[src/rtl/agendador_rega_pkg.sv]
// Shared definitions for the three-plant watering scheduler: FSM encoding,
// field widths, default timing and the pending-plant selector.
package agendador_rega_pkg;

    localparam int PLANTA_W          = 2;
    localparam int PERIODO_W         = 4;
    localparam int NPLANTAS          = 3;
    localparam int TICKS_POR_DIA_DEF = 5184000;
    localparam int TEMPO_REGA_DEF    = 600;

    typedef enum logic [1:0] {
        IDLE  = 2'd0,
        REGA  = 2'd1,
        PAUSA = 2'd2
    } estado_t;

    // Lowest-index set bit; returns 0 when nothing is pending.
    function automatic logic [PLANTA_W-1:0] menor_pendente(input logic [NPLANTAS-1:0] pend);
        logic [PLANTA_W-1:0] idx;
        idx = '0;
        for (int i = NPLANTAS - 1; i >= 0; i--) begin
            if (pend[i]) begin
                idx = PLANTA_W'(i);
            end else begin
                idx = idx;
            end
        end
        return idx;
    endfunction

endpackage

[src/rtl/agendador_rega_divisor_dia.sv]
// Free-running day prescaler: counts 0..TICKS_POR_DIA-1 and flags the last tick.
module divisor_dia
    import agendador_rega_pkg::*;
#(
    parameter int TICKS_POR_DIA = TICKS_POR_DIA_DEF
) (
    input  logic clk,
    input  logic rst,
    output logic day_tick
);

    localparam int CW = (TICKS_POR_DIA > 1) ? $clog2(TICKS_POR_DIA) : 1;

    logic [CW-1:0] cnt_q;
    logic [CW-1:0] cnt_d;

    assign day_tick = (cnt_q == CW'(TICKS_POR_DIA - 1));

    // Next count with wrap at the end of the day.
    always_comb begin
        if (day_tick) begin
            cnt_d = '0;
        end else begin
            cnt_d = cnt_q + CW'(1);
        end
    end

    // Prescaler register.
    always_ff @(posedge clk or posedge rst) begin
        if (rst) begin
            cnt_q <= '0;
        end else begin
            cnt_q <= cnt_d;
        end
    end

endmodule

[src/rtl/agendador_rega.sv]
// Watering scheduler: per-plant day counters raise pending requests that a
// small FSM serves one at a time, lowest plant index first.
module agendador_rega
    import agendador_rega_pkg::*;
#(
    parameter int TICKS_POR_DIA = TICKS_POR_DIA_DEF,
    parameter int TEMPO_REGA    = TEMPO_REGA_DEF
) (
    input  logic                 clk,
    input  logic                 rst,
    input  logic                 cfg_valid,
    input  logic [PLANTA_W-1:0]  cfg_planta,
    input  logic [PERIODO_W-1:0] cfg_periodo,
    output logic                 pump1,
    output logic                 pump2,
    output logic                 pump3,
    output logic                 regando,
    output logic [PLANTA_W-1:0]  planta_ativa
);

    localparam int DW = (TEMPO_REGA > 1) ? $clog2(TEMPO_REGA) : 1;

    logic day_tick_s;

    divisor_dia #(.TICKS_POR_DIA(TICKS_POR_DIA)) u_divisor_dia (
        .clk      (clk),
        .rst      (rst),
        .day_tick (day_tick_s)
    );

    logic [NPLANTAS-1:0][PERIODO_W-1:0] periodo_q, periodo_d;
    logic [NPLANTAS-1:0][PERIODO_W-1:0] dias_q, dias_d;
    logic [NPLANTAS-1:0]                pend_q, pend_d;
    estado_t                            estado_q, estado_d;
    logic [PLANTA_W-1:0]                ativa_q, ativa_d;
    logic [DW-1:0]                      dur_q, dur_d;
    logic [NPLANTAS-1:0]                pump_q, pump_d;
    logic                               regando_q, regando_d;
    logic [PLANTA_W-1:0]                planta_ativa_q, planta_ativa_d;

    logic [NPLANTAS-1:0] cfg_hit_s;
    logic [NPLANTAS-1:0] elegivel_s;
    logic [PLANTA_W-1:0] sel_s;
    logic                inicio_s;

    // Next-state logic for the plant counters, the FSM and the output registers.
    always_comb begin
        for (int i = 0; i < NPLANTAS; i++) begin
            cfg_hit_s[i] = cfg_valid && (cfg_planta == PLANTA_W'(i));
        end
        // A plant being reconfigured this cycle must not start watering.
        elegivel_s = pend_q & ~cfg_hit_s;
        sel_s      = menor_pendente(elegivel_s);

        estado_d = estado_q;
        ativa_d  = ativa_q;
        dur_d    = dur_q;
        inicio_s = 1'b0;
        case (estado_q)
            IDLE: begin
                if (|elegivel_s) begin
                    estado_d = REGA;
                    ativa_d  = sel_s;
                    dur_d    = '0;
                    inicio_s = 1'b1;
                end else begin
                    estado_d = IDLE;
                end
            end
            REGA: begin
                if (cfg_valid && (cfg_planta == ativa_q)) begin
                    estado_d = PAUSA;
                    dur_d    = '0;
                end else if (dur_q == DW'(TEMPO_REGA - 1)) begin
                    estado_d = PAUSA;
                    dur_d    = '0;
                end else begin
                    dur_d = dur_q + DW'(1);
                end
            end
            PAUSA: begin
                estado_d = IDLE;
            end
            default: begin
                estado_d = IDLE;
                dur_d    = '0;
            end
        endcase

        for (int i = 0; i < NPLANTAS; i++) begin
            periodo_d[i] = periodo_q[i];
            dias_d[i]    = dias_q[i];
            pend_d[i]    = pend_q[i];
            if (inicio_s && (sel_s == PLANTA_W'(i))) begin
                pend_d[i] = 1'b0;
            end else begin
                pend_d[i] = pend_q[i];
            end
            // Configuration wins; otherwise a day tick may re-arm pend even as it is served.
            if (cfg_hit_s[i]) begin
                periodo_d[i] = cfg_periodo;
                dias_d[i]    = '0;
                pend_d[i]    = 1'b0;
            end else if (day_tick_s && (periodo_q[i] != '0)) begin
                if ((dias_q[i] + PERIODO_W'(1)) == periodo_q[i]) begin
                    dias_d[i] = '0;
                    pend_d[i] = 1'b1;
                end else begin
                    dias_d[i] = dias_q[i] + PERIODO_W'(1);
                end
            end else begin
                dias_d[i] = dias_q[i];
            end
        end

        regando_d = (estado_d == REGA);
        for (int i = 0; i < NPLANTAS; i++) begin
            pump_d[i] = regando_d && (ativa_d == PLANTA_W'(i));
        end
        if (regando_d) begin
            planta_ativa_d = ativa_d;
        end else begin
            planta_ativa_d = '0;
        end
    end

    // State and output registers.
    always_ff @(posedge clk or posedge rst) begin
        if (rst) begin
            periodo_q      <= '0;
            dias_q         <= '0;
            pend_q         <= '0;
            estado_q       <= IDLE;
            ativa_q        <= '0;
            dur_q          <= '0;
            pump_q         <= '0;
            regando_q      <= 1'b0;
            planta_ativa_q <= '0;
        end else begin
            periodo_q      <= periodo_d;
            dias_q         <= dias_d;
            pend_q         <= pend_d;
            estado_q       <= estado_d;
            ativa_q        <= ativa_d;
            dur_q          <= dur_d;
            pump_q         <= pump_d;
            regando_q      <= regando_d;
            planta_ativa_q <= planta_ativa_d;
        end
    end

    assign pump1        = pump_q[0];
    assign pump2        = pump_q[1];
    assign pump3        = pump_q[2];
    assign regando      = regando_q;
    assign planta_ativa = planta_ativa_q;

endmodule

[config.mk]
export PLATFORM = sky130hd
export DESIGN_NAME = agendador_rega
export DESIGN_NICKNAME = d
export VERILOG_FILES = /design/src/rtl/agendador_rega_pkg.sv /design/src/rtl/agendador_rega_divisor_dia.sv /design/src/rtl/agendador_rega.sv
export SDC_FILE = /design/constraint.sdc
export NUM_CORES = 1
export LEC_CHECK = 0
export ABC_AREA = 1
export BUFFER_PORTS_ARGS = -buffer_cell sky130_fd_sc_hd__clkbuf_2
export CORE_MARGIN = 5
export CORE_UTILIZATION = 56
export CTS_CLUSTER_DIAMETER = 100
export DETAILED_ROUTE_END_ITERATION = 8
export PLACE_DENSITY = 0.77
export SLEW_MARGIN = 10
export SYNTH_ARGS = -nofsm -noshare
export SYNTH_HDL_FRONTEND = slang
export SYNTH_SLANG_ARGS = --single-unit
[constraint.sdc]
create_clock -name clk -period 2.15 [get_ports clk]
set_input_delay 0.43 -clock clk [delete_from_list [all_inputs] [get_ports clk]]
set_output_delay 0.43 -clock clk [all_outputs]
set_load 0.02 [all_outputs]
==> results.cfg, run 1 <==
[drt]
drc = 0
vias = 3542
routedWlPerCell_um = 12.4
dr.pass1.iters = 5
antenna_left = 0
drt-total-wl_um = 8390
drtIter0Drc = 144
viasPerCell = 5.24

[clocking]
cts_resized = 0
tritoncts = done
clockBufferDepth = 2
numCtsBuffers = 9
h-tree-depth = 3
cts_sinks = 70
cts_setup_buffers = 0
path_clk_slew_ns = 0.08
root_buffer = clkbuf_8
clk_latency_ns = 0.35
cts_hold_buffers = 0

[worst_setup_path]
cp.required_ns = 2.44
crit_path_end_kind = register
regToRegStartpoint = u_divisor_dia.cnt_q[0]$_DFF_PP0_
path_class = register to register
cp_data_arrival_time_ns = 2.05
cp_max_fo = 7
crit_path_start = u_divisor_dia.cnt_q[0]$_DFF_PP0_
start_kind = register

[die]
core_sq_mm = 0.00718
std_cell_rows = 31
dieWidth_um = 95.3
start_util = 0.567
num_io_pins = 15
die_y_um = 95.3
die-area_sq_mm = 0.00908

[place]
place_congestion = 0.874
io_buffers = 14
dpl_cell_area_sq_mm = 0.00430
post-dp-hpwl_um = 6210

[yosys]
synth.distinct_cells = 29
ys_top_cells_by_area = dfrtp_1 43%, nand2_1 12%, inv_1 8.3%
synth_area_sq_mm = 0.00407
synthTopCellsByCount = 131 x nand2_1, 90 x inv_1, 70 x dfrtp_1
syn_inst = 547
syn-num-nets = 561
syn_area_per_cell_sq_um = 7.44
synth_seq_cells = 70
yosysMostFrequentCell = nand2_1
yosysTopAreaCellShare = 0.430
yosysWarningCount = 0
yosysSeqAreaShare = 0.430
synth_flop_cell = dfrtp_1
synth_edf_count = 0
synth_top_cell_by_area = dfrtp_1
synthArstFlopShare = 1.00

[global_routing]
grt_overflow_total = 0
grt_usage = 0.203
grt_pass1_wl_um = 14400
grt_pass1_vias = 3230
grt_max_degree = 71
antenna_found_initial = 0

[power_and_ir_drop]
cellLeakagePower_nw = 2.38
vdd_drop_max_uv = 378
power_density_mw_per_mm2 = 616

[timing]
drv_slew = 0
final.setup.tns_ns = 0
max_freq_mhz = 571
finalHoldViolCount = 0
rsz0062_at_grt = no
skew_ns = 0.00748
min_period_over_period = 0.815
setup_viol = 0
maxSlewHeadroom = 0.710
worst_slew_pin_slew_ns = 0.434
fin_crit_ns = 1.75

[cells_and_area]
area_delta_synth_final_pct = 11.2
drive_gt1_frac = 0.120
diodes = 0
design_area_sq_mm = 0.00453
fillers = 644
nets = 586

[hold_path]
hold_path_class = input pin to async pin

[flow_run]
drv_cap = 0

[status]
outcome = completed
-- layout make-up --
type / count / area (sq um) / share of cell area
Multi-Input combinational cell: 381 / 1960 / 0.433
Sequential cell: 70 / 1750 / 0.387
Inverter: 92 / 349 / 0.0771
Clock buffer: 10 / 138 / 0.0304
Tap cell: 99 / 124 / 0.0274
Timing Repair Buffer: 18 / 113 / 0.0249
Clock inverter: 6 / 93.8 / 0.0207
-- cells in the final DEF (no fill, tap or decap), drive strengths merged, types with 5 or more instances in the layout --
master / n
a21oi: 12
clkbuf: 24
dfrtp: 70
ha: 5
inv: 91
nand2: 138
nand3: 70
nand4: 26
nor2: 65
nor3: 11
o21ai: 29
xnor2: 7
xor2: 11
-- metal layers --
layer	GRT usage	vias up	routed length (um)
li1	-	1796	-
met1	0.261	1663	3760
met2	0.334	67	4150
met3	0.0434	16	301
met4	0.0769	0	175
met5	0	-	0
-- power by group --
part	leakage, nW	switching (mW)	total, mW	internal [mW]
sequential	0.915	0.0317	1.38	1.35
combinational	1.36	0.122	0.183	0.0612
clock	0.113	0.532	1.22	0.693
total	2.38	0.686	2.79	2.11
-- flip-flops by register name, indices dropped and copies added (netlist names) --
register,count
planta_ativa,2
dias_q,12
regando,1
estado_q,2
dur_q,10
pump_q,3
pend_q,3
periodo_q,12
ativa_q,2
u_divisor_dia.cnt_q,23
-- path summary, 6_finish.rpt --
kind                                                    end  slack, ns  depth (start not counted)
setup / recovery           u_divisor_dia.cnt_q[0]$_DFF_PP0_       0.40                          7
hold reg to reg                    periodo_q[6]$_DFFE_PP0N_       0.51                          2
hold / removal                         dur_q[5]$_DFFE_PP0P_       0.15                          3
max in group asynchronous          periodo_q[4]$_DFFE_PP0N_       1.70                          3
setup reg to reg           u_divisor_dia.cnt_q[0]$_DFF_PP0_       0.40                          7
min in group clk                   periodo_q[9]$_DFFE_PP0N_       0.37                          3
-- per-stage QoR --
step / hold WS (ns) / power, mW / util / setup WS, ns / std cells
6_report: 0.154 / 2.79 / 0.631 / 0.399 / 676
2_1_floorplan: 0.468 / 1.54 / - / 0.690 / 547
3_3_place_gp: 0.496 / 1.59 / 0.599 / 0.479 / 660
5_1_grt: 0.191 / 2.91 / 0.631 / 0.233 / 676
3_5_place_dp: 0.496 / 1.59 / 0.599 / 0.423 / 660
4_1_cts: 0.171 / 2.82 / 0.631 / 0.410 / 676
-- critical path, stage by stage (launching register included) --
cell and delay [ns]:
dfrtp_1 0.43, ha_1 0.25, nand3_2 0.13, nor2_1 0.07, nand3_1 0.26, inv_1 0.20, or2_2 0.31, inv_1 0.05
-- cell families (layout without fill, tap and decap cells) --
kind of cell | after synthesis | after routing | synth area share
flip-flops | 70 | 70 | 0.430
AND/OR/NAND/NOR | 315 | 315 | 0.362
buffers and inverters | 96 | 126 | 0.0888
adder cells (fa/ha/maj) | 5 | 5 | 0.0154
XOR/XNOR | 18 | 18 | 0.0387
AO/OA/AOI/OAI | 43 | 43 | 0.0645
(Power assumes the default switching activity.)
==> run 2, diff against run 1 <==
ABC_AREA = 0   (was 1)
CORE_UTILIZATION = 55   (was 56)
PLACE_DENSITY = 0.76   (was 0.77)
clock period = 1.6 ns   (was 2.15 ns; I/O delays follow)
==> run 2 against run 1 <==
  * The run now ends with setup timing left
  * Combinational power grew to 3.0 times the previous value
  * Via count shrank 11%
  * Largest power group unchanged
  * Cell area grew 7.7%
  * First-iteration DRC count grew 48%
  * Critical path type unchanged
  * Area after synthesis shrank 14%
  * Flip-flop and latch count is the same
==> results.cfg, run 2 <==
[status]
outcome = finished with violations
violations = setup timing

[timing]
finalHoldViolCount = 0
layout_setup_ws_ns = -0.768
max_freq_mhz = 422
drv_slew = 0
worst_slew_pin_slew_ns = 0.661
skew_ns = 0.00584
holdWs_ns = 0.0406
fin_crit_ns = 2.37
setup_viol = 47
maxSlewHeadroom = 0.558
rsz0062_at_grt = yes
min_period_over_period = 1.48

[global_routing]
grt_max_degree = 71
antenna_found_initial = 0
grt_pass1_vias = 3165
grt_pass1_wl_um = 14300
grt_overflow_total = 0
grt_usage = 0.216

[yosys]
synth_seq_cells = 70
synth_top_cell_by_area = dfrtp_1
ys_top_cells_by_area = dfrtp_1 50%, xnor2_1 5.2%, nand2_1 4.1%
synthTopCellsByCount = 70 x dfrtp_1, 38 x nand2_1, 26 x nor2_1
yosysSeqAreaShare = 0.500
synth.distinct_cells = 44
synthArstFlopShare = 1.00
yosysTopAreaCellShare = 0.500
synth_flop_cell = dfrtp_1
yosysMostFrequentCell = dfrtp_1
synth_edf_count = 0
synth_area_sq_mm = 0.00351
syn_area_per_cell_sq_um = 10.1
syn-num-nets = 362
yosysWarningCount = 0
syn_inst = 348

[worst_setup_path]
cp_data_arrival_time_ns = 2.66
crit_path_end_kind = register
cp_max_fo = 4
path_class = register to register
cp.required_ns = 1.90
start_kind = register

[die]
die-area_sq_mm = 0.00807
num_io_pins = 15
die_y_um = 89.8
start_util = 0.559
std_cell_rows = 29
dieWidth_um = 89.8
core_sq_mm = 0.00628

[cells_and_area]
largest-register = u_divisor_dia.cnt_q
nets = 470
layout_commonest_cell = buf_4
most-common-layout-cells = 78 x buf_4, 68 x dfrtp_1, 38 x nand2_1
largest_register_ffs = 23
area_delta_synth_final_pct = 39.1
diodes = 0
top_regs = u_divisor_dia.cnt_q x23, dias_q x12, periodo_q x12
drive_gt1_frac = 0.406

[clocking]
tritoncts = done
clockBufferDepth = 2
h-tree-depth = 3
cts_sinks = 70
root_buffer = clkbuf_8
numCtsBuffers = 9
path_clk_slew_ns = 0.08
clk_latency_ns = 0.36

[drt]
vias = 3165
antenna_left = 0
drc = 0
drt-total-wl_um = 9710
drtIter0Drc = 213
viasPerCell = 5.88
routedWlPerCell_um = 18.1
dr.pass1.iters = 5

[flow_run]
drv_cap = 0

[place]
dp_slack_ns = -0.613
io_buffers = 14
post-dp-hpwl_um = 5440
place_congestion = 0.836

[power_and_ir_drop]
vdd_drop_max_uv = 672
cellLeakagePower_nw = 2.27
power_density_mw_per_mm2 = 811

[hold_path]
hold_path_class = input pin to async pin
-- run 2: cell types whose count changed after synthesis, sizes merged, moves of 9 or more --
cell | previous run | this run
inv | 91 | 14
and3 | 0 | 10
nor2 | 65 | 26
mux2 | 0 | 9
nand4 | 26 | 10
mux2i | 0 | 12
o21ai | 29 | 12
nand3 | 70 | 19
xnor2 | 7 | 21
nand2 | 138 | 38
-- run 2: stage by stage --
stage | cells | util | power, mW | area (sq um) | setup TNS, ns
final | 538 | 0.777 | 3.96 | 4880 | -17.94
after global routing | 538 | 0.777 | 4.10 | 4880 | -20.70
after CTS | 533 | 0.746 | 3.90 | 4690 | -13.67
after detailed placement | 512 | 0.691 | 2.48 | 4340 | -13.59
after global placement | 512 | 0.691 | 2.45 | 4340 | -11.19
after floorplan | 348 | - | 2.25 | 3590 | -9.33
-- run 2: path summary, 6_finish.rpt --
kind                                                   from                                end  slack (ns)  depth (start not counted)
max in group asynchronous                               rst                pend_q[0]$_DFF_PP0_        1.26                          3
min in group clk                             cfg_periodo[0]           periodo_q[4]$_DFFE_PP0N_        0.20                          3
min reg2reg                            dur_q[9]$_DFFE_PP0P_               dur_q[9]$_DFFE_PP0P_        0.49                          1
max reg2reg                u_divisor_dia.cnt_q[9]$_DFF_PP0_              dias_q[4]$_DFFE_PP0P_       -0.77                          5
min                                                     rst  u_divisor_dia.cnt_q[11]$_DFF_PP0_        0.04                          3
max                        u_divisor_dia.cnt_q[9]$_DFF_PP0_              dias_q[4]$_DFFE_PP0P_       -0.77                          5
-- run 2: logic make-up after synthesis --
family                   count (synthesis)  synth area share
buffers and inverters                   21            0.0228
multiplexers                            21            0.0632
XOR/XNOR                                37            0.0967
AO/OA/AOI/OAI                           42            0.0753
adder cells (fa/ha/maj)                  5            0.0178
flip-flops                              70             0.500
AND/OR/NAND/NOR                        152             0.224
-- run 2: report_power, final --
group / switching, mW / internal, mW / total [mW]
Sequential: 0.0736 / 1.87 / 1.94
Clock: 0.755 / 0.721 / 1.48
Combinational: 0.261 / 0.279 / 0.540
-- run 2: layout make-up --
class                      count  area (sq um)
fill                         358          1400
timing repair buffer         104           808
sequential                    70          1750
clock buffer                   9           124
multi-input combinational    257          1960
clock inverter                 7          75.1
tap                           77          96.3
inverter                      14          56.3
-- run 2: critical path, cell delays in order, from the launching register on --
cell and delay [ns]:
dfrtp_1 0.40, or4_4 0.55, or3_4 0.38, or3b_4 0.42
or3b_1 0.41, a21oi_2 0.14
-- run 2: layer usage --
| layer | up-vias | global-route usage | share of wire |
|---|---|---|---|
| met4 | 0 | 0.0970 | 0.047 |
| met5 | - | 0 | 0 |
| met2 | 117 | 0.371 | 0.51 |
| li1 | 1442 | - | - |
| met1 | 1564 | 0.260 | 0.40 |
| met3 | 42 | 0.0417 | 0.046 |
-- run 2: timing repair --
item                       4_1_cts  5_1_grt
setup endpoints to repair       49       52
setup buffers                    5        5
pin swaps                       18       11
hold endpoints to repair         0        0
resized for setup               26       40
cloned                           0        1
hold buffers                     0        0
==> run 3, diff against run 2 <==
CORE_ASPECT_RATIO = 1.4   (was default)
CORE_MARGIN = default   (was 5)
==> run 3 against run 2 <==
  * Critical path depth stayed put
  * The run still ends with setup timing left
  * Clock power up 8%
  * Largest cell class unchanged
  * Hold slack lost 0.017 ns
  * Power rose by 2.9%
  * Cell area down 2.8%
==> results.cfg, run 3 (same netlist as run 2, synthesis figures left out) <==
[drt]
antenna_left = 0
dr.pass1.iters = 5
drtIter0Drc = 220
drc = 0
routedWlPerCell_um = 17.0
viasPerCell = 5.74
drt-total-wl_um = 8960
vias = 3020

[timing]
setup_viol = 46
final.setup.tns_ns = -17.69
min_period_over_period = 1.44
fin_crit_ns = 2.30
rsz0062_at_grt = yes
max_freq_mhz = 435
maxSlewHeadroom = 0.603
worst_slew_pin_slew_ns = 0.591
finalHoldViolCount = 0
layout_setup_ws_ns = -0.697
drv_slew = 0
skew_ns = 0.0108

[clocking]
path_clk_slew_ns = 0.08
clockBufferDepth = 2
h-tree-depth = 3
root_buffer = clkbuf_8
clk_latency_ns = 0.36
cts_hold_buffers = 0
tritoncts = done
numCtsBuffers = 9
cts_sinks = 70

[cells_and_area]
drive_gt1_frac = 0.352
regArea_sq_mm = 0.00175
largest-register = u_divisor_dia.cnt_q
most-common-layout-cells = 72 x buf_4, 70 x dfrtp_1, 37 x nand2_1
nets = 463
diodes = 0
fillers = 355
area_delta_synth_final_pct = 35.2
multi_input_area_sq_mm = 0.00189
largest_register_ffs = 23
layout_commonest_cell = buf_4
top_regs = u_divisor_dia.cnt_q x23, dias_q x12, periodo_q x12

[die]
start_util = 0.568
die-area_sq_mm = 0.00670
die_y_um = 96.5
core_sq_mm = 0.00617
std_cell_rows = 34
num_io_pins = 15
dieWidth_um = 69.5

[place]
place_congestion = 0.856
io_buffers = 14
post-dp-hpwl_um = 5460
dp_slack_ns = -0.594

[worst_setup_path]
crit_path_end_kind = register
cp_max_fo = 3
cp.required_ns = 1.88
cp_data_arrival_time_ns = 2.58
start_kind = register
rrSetupSlack_ns = -0.70
path_class = register to register

[global_routing]
antenna_found_initial = 0
grt_overflow_total = 0
grt_pass1_vias = 3107
grt_usage = 0.273
grt_pass1_wl_um = 14000
grt_max_degree = 71

[hold_path]
hold_path_class = input pin to async pin

[power_and_ir_drop]
power_density_mw_per_mm2 = 859
cellLeakagePower_nw = 2.22
vdd_drop_max_uv = 757

[flow_run]
drv_cap = 0

[status]
outcome = finished with violations
violations = setup timing
run 3: cell types whose count changed in the layout (fill, tap and decap cells not counted), moves of 2 or more:
cell | before | now
buf_4 | 78 | 72
clkinvlp_4 | 4 | 2
dfrtp_1 | 68 | 70
dfrtp_2 | 2 | 0
inv_1 | 10 | 12
inv_2 | 3 | 1
nor2_1 | 17 | 19
nor3_1 | 7 | 10
nor3_2 | 6 | 3
run 3: metal layers:
metal / wire, um / part of all wire / vias to the layer above / global-route usage
met5: 0 / 0 / - / 0
met4: 247 / 0.028 / 0 / 0.141
met3: 325 / 0.036 / 22 / 0.0654
met2: 4970 / 0.55 / 77 / 0.499
met1: 3410 / 0.38 / 1494 / 0.294
li1: - / - / 1427 / -
run 3: final timing paths:
kind,from,to,cells after the start
worst max-delay path,u_divisor_dia.cnt_q[9]$_DFF_PP0_,dias_q[4]$_DFFE_PP0P_,5
worst min-delay path,rst,dur_q[7]$_DFFE_PP0P_,3
worst max register to register,u_divisor_dia.cnt_q[9]$_DFF_PP0_,dias_q[4]$_DFFE_PP0P_,5
worst min register to register,u_divisor_dia.cnt_q[4]$_DFF_PP0_,u_divisor_dia.cnt_q[4]$_DFF_PP0_,1
max in group asynchronous,rst,u_divisor_dia.cnt_q[6]$_DFF_PP0_,3
min in group clk,cfg_periodo[3],periodo_q[7]$_DFFE_PP0N_,3
run 3: final cells by class:
class                   instances  share of cell area
inverters                      14              0.0119
clock buffers                   9              0.0261
clock inverters                 7              0.0208
well taps                      72              0.0190
repair buffers                 96               0.154
multi-input cells             258               0.398
flip-flops and latches         70               0.369
run 3: worst max-delay path: stages, from the launching register on:
cell and delay, ns:
dfrtp_1 0.41, or4_4 0.54, or3_4 0.37, or3b_1 0.37, or3b_1 0.38, a21oi_2 0.15
run 3: repair_timing:
action | CTS | global route
pin swaps | 12 | 18
endpoints found under the setup margin | 47 | 50
gates cloned | 2 | 0
resized for setup | 20 | 23
buffers inserted | 4 | 5
hold endpoints to repair | 0 | 0
run 3: power by group:
| group | internal, mW | switching (mW) | total, mW |
|---|---|---|---|
| logic | 0.267 | 0.266 | 0.533 |
| clock network | 0.881 | 0.720 | 1.60 |
| registers | 1.87 | 0.0695 | 1.94 |
run 3: stage by stage:
step / instances / hold WS [ns] / util / total power [mW] / cell area, sq um
floorplan: 348 / 0.425 / - / 2.25 / 3590
global placement: 501 / 0.430 / 0.693 / 2.44 / 4270
detailed placement: 501 / 0.441 / 0.693 / 2.47 / 4270
CTS: 523 / 0.0544 / 0.751 / 4.06 / 4630
global route: 526 / 0.0726 / 0.769 / 4.24 / 4740
finish: 526 / 0.0235 / 0.769 / 4.07 / 4740
